<file path="config.mk">
export PLATFORM = sky130hd
export DESIGN_NAME = sram_arbiter
export DESIGN_NICKNAME = d
export VERILOG_FILES = /design/src/rtl/sram_arbiter.sv
export SDC_FILE = /design/constraint.sdc
export NUM_CORES = 1
export LEC_CHECK = 0
export ABC_AREA = 1
export BUFFER_PORTS_ARGS = -buffer_cell sky130_fd_sc_hd__buf_2
export CORE_MARGIN = 4
export CORE_UTILIZATION = 40
export CTS_BUF_LIST = sky130_fd_sc_hd__clkbuf_8
export DETAILED_ROUTE_END_ITERATION = 8
export GPL_TIMING_DRIVEN = 0
export HOLD_SLACK_MARGIN = 0.15
export PLACE_DENSITY = 0.85
export SYNTH_ARGS = -nofsm -noshare
export SYNTH_HDL_FRONTEND = slang
export SYNTH_SLANG_ARGS = --single-unit
</file>
<file path="constraint.sdc">
create_clock -name clk -period 1.4 [get_ports clk]
set_clock_uncertainty 0.15 [all_clocks]
set_input_delay 0.28 -clock clk [delete_from_list [all_inputs] [get_ports clk]]
set_output_delay 0.28 -clock clk [all_outputs]
set_load 0.1 [all_outputs]
</file>
<file path="src/rtl/sram_arbiter.sv">
// sram_arbiter
// Shares a single SRAM macro between an instruction-fetch requester (port 0)
// and a data load/store requester (port 1). One access per cycle, round-robin
// on contention, read data returned one cycle after the grant. An optional
// zero-fill sweep clears the memory after every reset before any grant.
//
// Ports:
//   clk, rst                 single clock, synchronous active-high reset
//   m0_* / m1_*              requester ports: req/addr/web/wdata in,
//                            gnt (combinational), rvalid/rdata (registered) out
//   init_done                high while the arbiter accepts requests
//   sram_cs/oe/web/a/di      drive to the macro (macro clocks on ~clk)
//   sram_do                  read data from the macro
module sram_arbiter #(
  parameter int DATA_SIZE   = 32,
  parameter int ADDR_SIZE   = 14,
  parameter int CLEAR_EN    = 0,
  parameter int CLEAR_DEPTH = 16384
) (
  input  logic                 clk,
  input  logic                 rst,
  input  logic                 m0_req,
  input  logic [ADDR_SIZE-1:0] m0_addr,
  input  logic [3:0]           m0_web,
  input  logic [DATA_SIZE-1:0] m0_wdata,
  output logic                 m0_gnt,
  output logic                 m0_rvalid,
  output logic [DATA_SIZE-1:0] m0_rdata,
  input  logic                 m1_req,
  input  logic [ADDR_SIZE-1:0] m1_addr,
  input  logic [3:0]           m1_web,
  input  logic [DATA_SIZE-1:0] m1_wdata,
  output logic                 m1_gnt,
  output logic                 m1_rvalid,
  output logic [DATA_SIZE-1:0] m1_rdata,
  output logic                 init_done,
  output logic                 sram_cs,
  output logic                 sram_oe,
  output logic [3:0]           sram_web,
  output logic [ADDR_SIZE-1:0] sram_a,
  output logic [DATA_SIZE-1:0] sram_di,
  input  logic [DATA_SIZE-1:0] sram_do
);

  typedef enum logic [1:0] {
    START,
    CLEAR,
    ARB
  } state_t;

  localparam logic [ADDR_SIZE-1:0] CLR_LAST = ADDR_SIZE'(CLEAR_DEPTH - 1);

  state_t               state;
  state_t               next_state;
  logic [ADDR_SIZE-1:0] clr_addr;
  logic                 last_gnt;
  logic                 gnt0;
  logic                 gnt1;
  logic                 rd0;
  logic                 rd1;
  logic                 rvalid0_q;
  logic                 rvalid1_q;
  logic [DATA_SIZE-1:0] rdata0_q;
  logic [DATA_SIZE-1:0] rdata1_q;

  // State register; reset always returns to START so a sweep interrupted by
  // reset is repeated from the beginning.
  always_ff @(posedge clk) begin
    if (rst) begin
      state <= START;
    end else begin
      state <= next_state;
    end
  end

  // Sweep address only advances while clearing and is parked at zero
  // otherwise, so every entry into CLEAR starts from word 0.
  always_ff @(posedge clk) begin
    if (rst) begin
      clr_addr <= '0;
    end else if (state == CLEAR) begin
      clr_addr <= clr_addr + ADDR_SIZE'(1);
    end else begin
      clr_addr <= '0;
    end
  end

  // Next state, grant decision and SRAM drive. Everything is forced to idle
  // while rst is high so reset dominates any request in the same cycle.
  // On a tie the port that was not granted last wins.
  always_comb begin
    next_state = state;
    gnt0       = 1'b0;
    gnt1       = 1'b0;
    sram_cs    = 1'b0;
    sram_oe    = 1'b0;
    sram_web   = 4'hF;
    sram_a     = '0;
    sram_di    = '0;
    if (!rst) begin
      case (state)
        START: begin
          next_state = (CLEAR_EN != 0) ? CLEAR : ARB;
        end
        CLEAR: begin
          sram_cs  = 1'b1;
          sram_web = 4'h0;
          sram_a   = clr_addr;
          if (clr_addr == CLR_LAST) begin
            next_state = ARB;
          end
        end
        ARB: begin
          gnt0 = m0_req && (!m1_req || last_gnt);
          gnt1 = m1_req && (!m0_req || !last_gnt);
          if (gnt0) begin
            sram_cs  = 1'b1;
            sram_oe  = (m0_web == 4'hF);
            sram_web = m0_web;
            sram_a   = m0_addr;
            sram_di  = m0_wdata;
          end else if (gnt1) begin
            sram_cs  = 1'b1;
            sram_oe  = (m1_web == 4'hF);
            sram_web = m1_web;
            sram_a   = m1_addr;
            sram_di  = m1_wdata;
          end
        end
        default: begin
          next_state = START;
        end
      endcase
    end
  end

  // Remember the most recent winner; starts at 1 so port 0 wins the first tie.
  always_ff @(posedge clk) begin
    if (rst) begin
      last_gnt <= 1'b1;
    end else if (gnt0) begin
      last_gnt <= 1'b0;
    end else if (gnt1) begin
      last_gnt <= 1'b1;
    end
  end

  assign rd0 = gnt0 && (m0_web == 4'hF);
  assign rd1 = gnt1 && (m1_web == 4'hF);

  // The macro samples on the falling edge of the grant cycle, so its output
  // is ready to capture on the rising edge that ends that cycle. Each port
  // keeps its last read data until its own next read.
  always_ff @(posedge clk) begin
    if (rst) begin
      rvalid0_q <= 1'b0;
      rvalid1_q <= 1'b0;
      rdata0_q  <= '0;
      rdata1_q  <= '0;
    end else begin
      rvalid0_q <= rd0;
      rvalid1_q <= rd1;
      if (rd0) begin
        rdata0_q <= sram_do;
      end
      if (rd1) begin
        rdata1_q <= sram_do;
      end
    end
  end

  // Registered responses are masked by rst so a response due in a reset
  // cycle is dropped and outputs show reset values immediately.
  assign m0_gnt    = gnt0;
  assign m1_gnt    = gnt1;
  assign m0_rvalid = rvalid0_q && !rst;
  assign m1_rvalid = rvalid1_q && !rst;
  assign m0_rdata  = rst ? '0 : rdata0_q;
  assign m1_rdata  = rst ? '0 : rdata1_q;
  assign init_done = (state == ARB) && !rst;

endmodule
</file>
==> flow_summary_export.csv, run 1 <==
group,metric,value,unit
yosys,synth_nets,845,
placement,pre_cts_ws,-0.864,ns
yosys,synthCells,709,
yosys,syn_area_per_cell,5.58,sq um
floorplanning,die_h,107,um
yosys,synth_flop_cell,"dfxtp_1",
yosys,synth-seq-cells,68,
placement,place_congestion,0.887,
clock_tree,hold_buffers,12,
clock_tree,clock-sinks,68,
outcome,tool.error,"[ERROR DPL-0038] Utilization greater than 100%, impossible to legalize",
outcome,haltStage,"clock tree synthesis (4_1_cts)",
clock_tree,root_buffer,"clkbuf_8",
placement,place_inst,1098,
clock_tree,ctsResizeCount,695,
placement,hpwl,12800,um
yosys,synthesis.area,0.00396,sq mm
floorplanning,io-pin-count,257,
clock_tree,htree_levels,3,
placement,portBuffers,256,
placement,dpl_cell_area,0.00728,sq mm
yosys,synth.distinct_cells,17,
clock_tree,cts_setup_buffers,30,
clock_tree,cts_made_buffers,9,
yosys,synth-edff-count,0,
yosys,yosysWarnings,0,
yosys,ys_seq_area_share,34.4,%
clock_tree,cts_buffer_depth,2,
floorplanning,rows,36,
floorplanning,dieWidth,107,um
floorplanning,start_util,40.9,%
yosys,async_flop_share,0,%
outcome,outcome,"did not finish",
==> synthesized netlist by cell type, types with 2 or more instances <==
library cell    n  share of area [%]
clkbuf_1       15                1.4
nand2_1       213                 20
buf_2          12                1.5
inv_2           4               0.38
buf_4           7                1.3
nand3_1        32                4.0
nor2_4          2               0.57
nand4_1        32                5.1
inv_1         101                9.6
dfxtp_1        68                 34
nor2_1        207                 20
buf_1          11                1.0
==> metrics by stage <==
stage,setup TNS [ns],util (%)
after floorplan,-16.98,-
after detailed placement,-82.43,75.1
after global placement,-80.71,75.1
==> cells by family after synthesis <==
family	after synthesis	share of synthesized area (%)
buffers and inverters	150	15.3
AO/OA/AOI/OAI	2	0.253
flip-flops	68	34.4
AND/OR/NAND/NOR	489	50.1
==> run 2, diff against run 1 <==
--- a/config.mk
+++ b/config.mk
@@ -9,11 +9,9 @@
 export BUFFER_PORTS_ARGS = -buffer_cell sky130_fd_sc_hd__buf_2
 export CORE_MARGIN = 4
 export CORE_UTILIZATION = 40
-export CTS_BUF_LIST = sky130_fd_sc_hd__clkbuf_8
 export DETAILED_ROUTE_END_ITERATION = 8
 export GPL_TIMING_DRIVEN = 0
-export HOLD_SLACK_MARGIN = 0.15
-export PLACE_DENSITY = 0.85
+export PLACE_DENSITY_LB_ADDON = 0.15
 export SYNTH_ARGS = -nofsm -noshare
 export SYNTH_HDL_FRONTEND = slang
 export SYNTH_SLANG_ARGS = --single-unit
==> constraint.sdc (replaced) <==
create_clock -name clk -period 1.8 [get_ports clk]
set_clock_uncertainty 0.15 [all_clocks]
set_input_delay 0.36 -clock clk [delete_from_list [all_inputs] [get_ports clk]]
set_output_delay 0.36 -clock clk [all_outputs]
set_load 0.1 [all_outputs]
==> flow_summary_export.csv, run 2 <==
group,metric,value,unit
timing,setup_ws,-0.410,ns
final_layout,layout_common_cells,"buf_2, nor2_1, inv_1, nand2_1, buf_12",
placement,portBuffers,256,
global_routing,grt_max_degree,16,
clock_tree,path_clk_slew,0.08,ns
clock_tree,clock-sinks,68,
clock_tree,clk_latency,0.35,ns
final_layout,final_nets,1127,
drt,drt_iter0_drc,627,
yosys,yosysTopAreaCellShare,34.4,%
drt,ant_nets,0,
yosys,synth_most_common_cell,"nand2_1",
drt,vias,5959,
final_layout,num-fill-cells,401,
global_routing,grt_pass1_wl,30300,um
yosys,syn_area_per_cell,5.58,sq um
power_and_ir_drop,power.share.sequential,35.7,%
critical_path,worst-setup-path-type,"reg2out",
min_path,hp-class,"in2reg",
drt,wl_per_cell,20.9,um
timing,whs,0.224,ns
placement,pre_cts_ws,-0.665,ns
critical_path,cp_max_fo,5,
final_layout,drive_above_1_share,53.4,%
yosys,synthCells,709,
critical_path,r2r-end,"rdata0_q[12]$_SDFFE_PP0P_",
clock_tree,tritoncts,"done",
global_routing,antenna_found_initial,1,
timing,fin_crit,2.21,ns
drt,drt_wl_total,23700,um
global_routing,grt-busiest-layer,"met2",
power_and_ir_drop,max-vdd-ir-drop,0.000376,V
final_layout,syn_to_final_growth,122,%
critical_path,cp-endpoint,"sram_di[12]",
global_routing,first_global_vias,5607,
placement,place_congestion,0.839,
critical_path,critical-path-slowest-cell,"dfxtp_2",
global_routing,grt_overflow,0,
global_routing,grtUsageMet3,8.64,%
yosys,synth-seq-cells,68,
yosys,synthesis.area,0.00396,sq mm
critical_path,cp.arrival,1.70,ns
critical_path,critPathMaxStageDelay,0.36,ns
timing,final_max_slew_viol_count,0,
global_routing,grtUsageTotal,33.7,%
critical_path,cp-start-kind,"register",
critical_path,path_cells,"nand2_4 -> nand2_4 -> nand2_8 -> inv_8 -> buf_12 -> buf_16 -> nand2_2 -> nand2_8 -> buf_12",
placement,dpl_cell_area,0.00664,sq mm
timing,worstMarginPinSlew,0.553,ns
critical_path,endpoint_kind,"primary output",
drt,drc,0,
global_routing,grtUsageMet2,59.2,%
timing,fmax,453,MHz
timing,tns,-17.55,ns
outcome,outcome,"complete, but fails checks",
critical_path,required,1.29,ns
clock_tree,htree_levels,3,
final_layout,multi_input_area,0.00349,sq mm
power_and_ir_drop,switchingPower,1680,uW
yosys,synth.distinct_cells,17,
floorplanning,dieWidth,107,um
clock_tree,hold_buffers,0,
clock_tree,cts_buffer_depth,2,
placement,hpwl,11700,um
power_and_ir_drop,p_int,2590,uW
power_and_ir_drop,power_leakage,0.00396,uW
job,cap_violations,0,
final_layout,final-seq-area,0.00136,sq mm
final_layout,stdcell_area,0.00877,sq mm
yosys,synth_commonest_cells,"nand2_1, nor2_1, inv_1, dfxtp_1",
timing,final-setup-viol-count,56,
yosys,synth_top_area_cell,"dfxtp_1",
final_layout,final_common_cell,"buf_2",
drt,vias_per_cell,5.27,
floorplanning,dieArea,0.0116,sq mm
critical_path,regToRegStartpoint,"state[1]$_SDFFE_PP0N_",
timing,fin_crit_sh,123,%
floorplanning,core,0.00968,sq mm
global_routing,met1_usage,36.2,%
yosys,synth_nets,845,
timing,relSlewSlack,63.1,%
power_and_ir_drop,combPwrFrac,39.3,%
floorplanning,rows,36,
drt,firstDrtPassIters,6,
outcome,violations,"setup timing",
yosys,synth-edff-count,0,
floorplanning,io-pin-count,257,
power_and_ir_drop,total_power,4270,uW
floorplanning,die_h,107,um
yosys,synth_flop_cell,"dfxtp_1",
yosys,ys_seq_area_share,34.4,%
critical_path,reg2regPathDepth,7,
timing,rsz0062_at_grt,"yes",
yosys,async_flop_share,0,%
floorplanning,start_util,40.9,%
yosys,synthTopCellsByArea,"dfxtp_1, nand2_1, nor2_1",
yosys,yosysWarnings,0,
power_and_ir_drop,swShare,39.3,%
power_and_ir_drop,p_clk_share,24.9,%
timing,hold_viol,0,
final_layout,reg.largest.list,"rdata0_q: 32 flops, rdata1_q: 32 flops",
clock_tree,cts_made_buffers,9,
critical_path,crit_start,"last_gnt$_SDFFE_PP1P_",
clock_tree,root_buffer,"clkbuf_8",
critical_path,rrSetupSlack,-0.01,ns
power_and_ir_drop,pwr_density_cell,487,mW/mm^2
-- run 2: cell counts after synthesis --
No cell type changed its count.
-- run 2: metal layers --
layer / vias to the layer above / part of all wire (%)
met4: 0 / 6.8
met2: 444 / 49
met1: 2716 / 34
met5: - / 0
met3: 137 / 9.7
li1: 2662 / -
-- run 2: layout make-up --
cell class | instances | area share (%)
Clock buffer | 11 | 1.50
Antenna cell | 2 | 0.0570
Tap cell | 133 | 1.90
Buffer | 44 | 4.59
Inverter | 105 | 4.61
Clock inverter | 5 | 0.328
Sequential cell | 68 | 15.5
Timing Repair Buffer | 272 | 31.7
Multi-Input combinational cell | 491 | 39.8
-- run 2: kinds of logic (layout without fill, tap and decap cells) --
kind of cell,Yosys count,count (layout),synth area share [%]
and+or+nand+nor,489,489,50.1
buffers and inverters,150,437,15.3
DFF,68,68,34.4
AOI/OAI and AO/OA,2,2,0.253
other,0,2,0
-- run 2: worst max-delay path, delay by kind of cell, from the launching register on --
family                 cells  cell delay, ns
buffers and inverters      4            0.52
and+or+nand+nor            5            0.46
DFF                        1            0.36
-- run 2: per-stage QoR --
stage / std cells / util, %
after floorplan: 709 / -
after global placement: 1098 / 68.6
after detailed placement: 1098 / 68.6
after CTS: 1125 / 87.1
after global routing: 1129 / 90.6
final: 1131 / 90.6
-- run 2: repair_timing --
| item | CTS | global route |
|---|---|---|
| endpoints found under the setup margin | 121 | 117 |
| setup buffers | 10 | 2 |
| pin swaps | 9 | 11 |
| resized for setup | 429 | 66 |
| gates cloned | 2 | 3 |
-- run 2: worst min-delay path by stage --
stage,depth (start not counted),endpoint,startpoint
detailed placement,2,last_gnt$_SDFFE_PP1P_,last_gnt$_SDFFE_PP1P_
global placement,2,last_gnt$_SDFFE_PP1P_,last_gnt$_SDFFE_PP1P_
global route,5,rdata1_q[21]$_SDFFE_PP0P_,sram_do[21]
finish,5,rdata1_q[21]$_SDFFE_PP0P_,sram_do[21]
CTS,5,rdata1_q[21]$_SDFFE_PP0P_,sram_do[21]
floorplan,2,last_gnt$_SDFFE_PP1P_,last_gnt$_SDFFE_PP1P_
-- run 2: power by group through the flow --
| stage | clock [uW] | sequential [uW] | combinational, uW |
|---|---|---|---|
| 2_1_floorplan | 0 | 1560 | 928 |
| 3_3_place_gp | 0 | 1560 | 1210 |
| 3_5_place_dp | 0 | 1560 | 1210 |
| 4_1_cts | 1050 | 1520 | 1540 |
| 5_1_grt | 1130 | 1530 | 1730 |
| 6_report | 1060 | 1530 | 1680 |
Note: power is estimated with default switching activity, not from simulation.
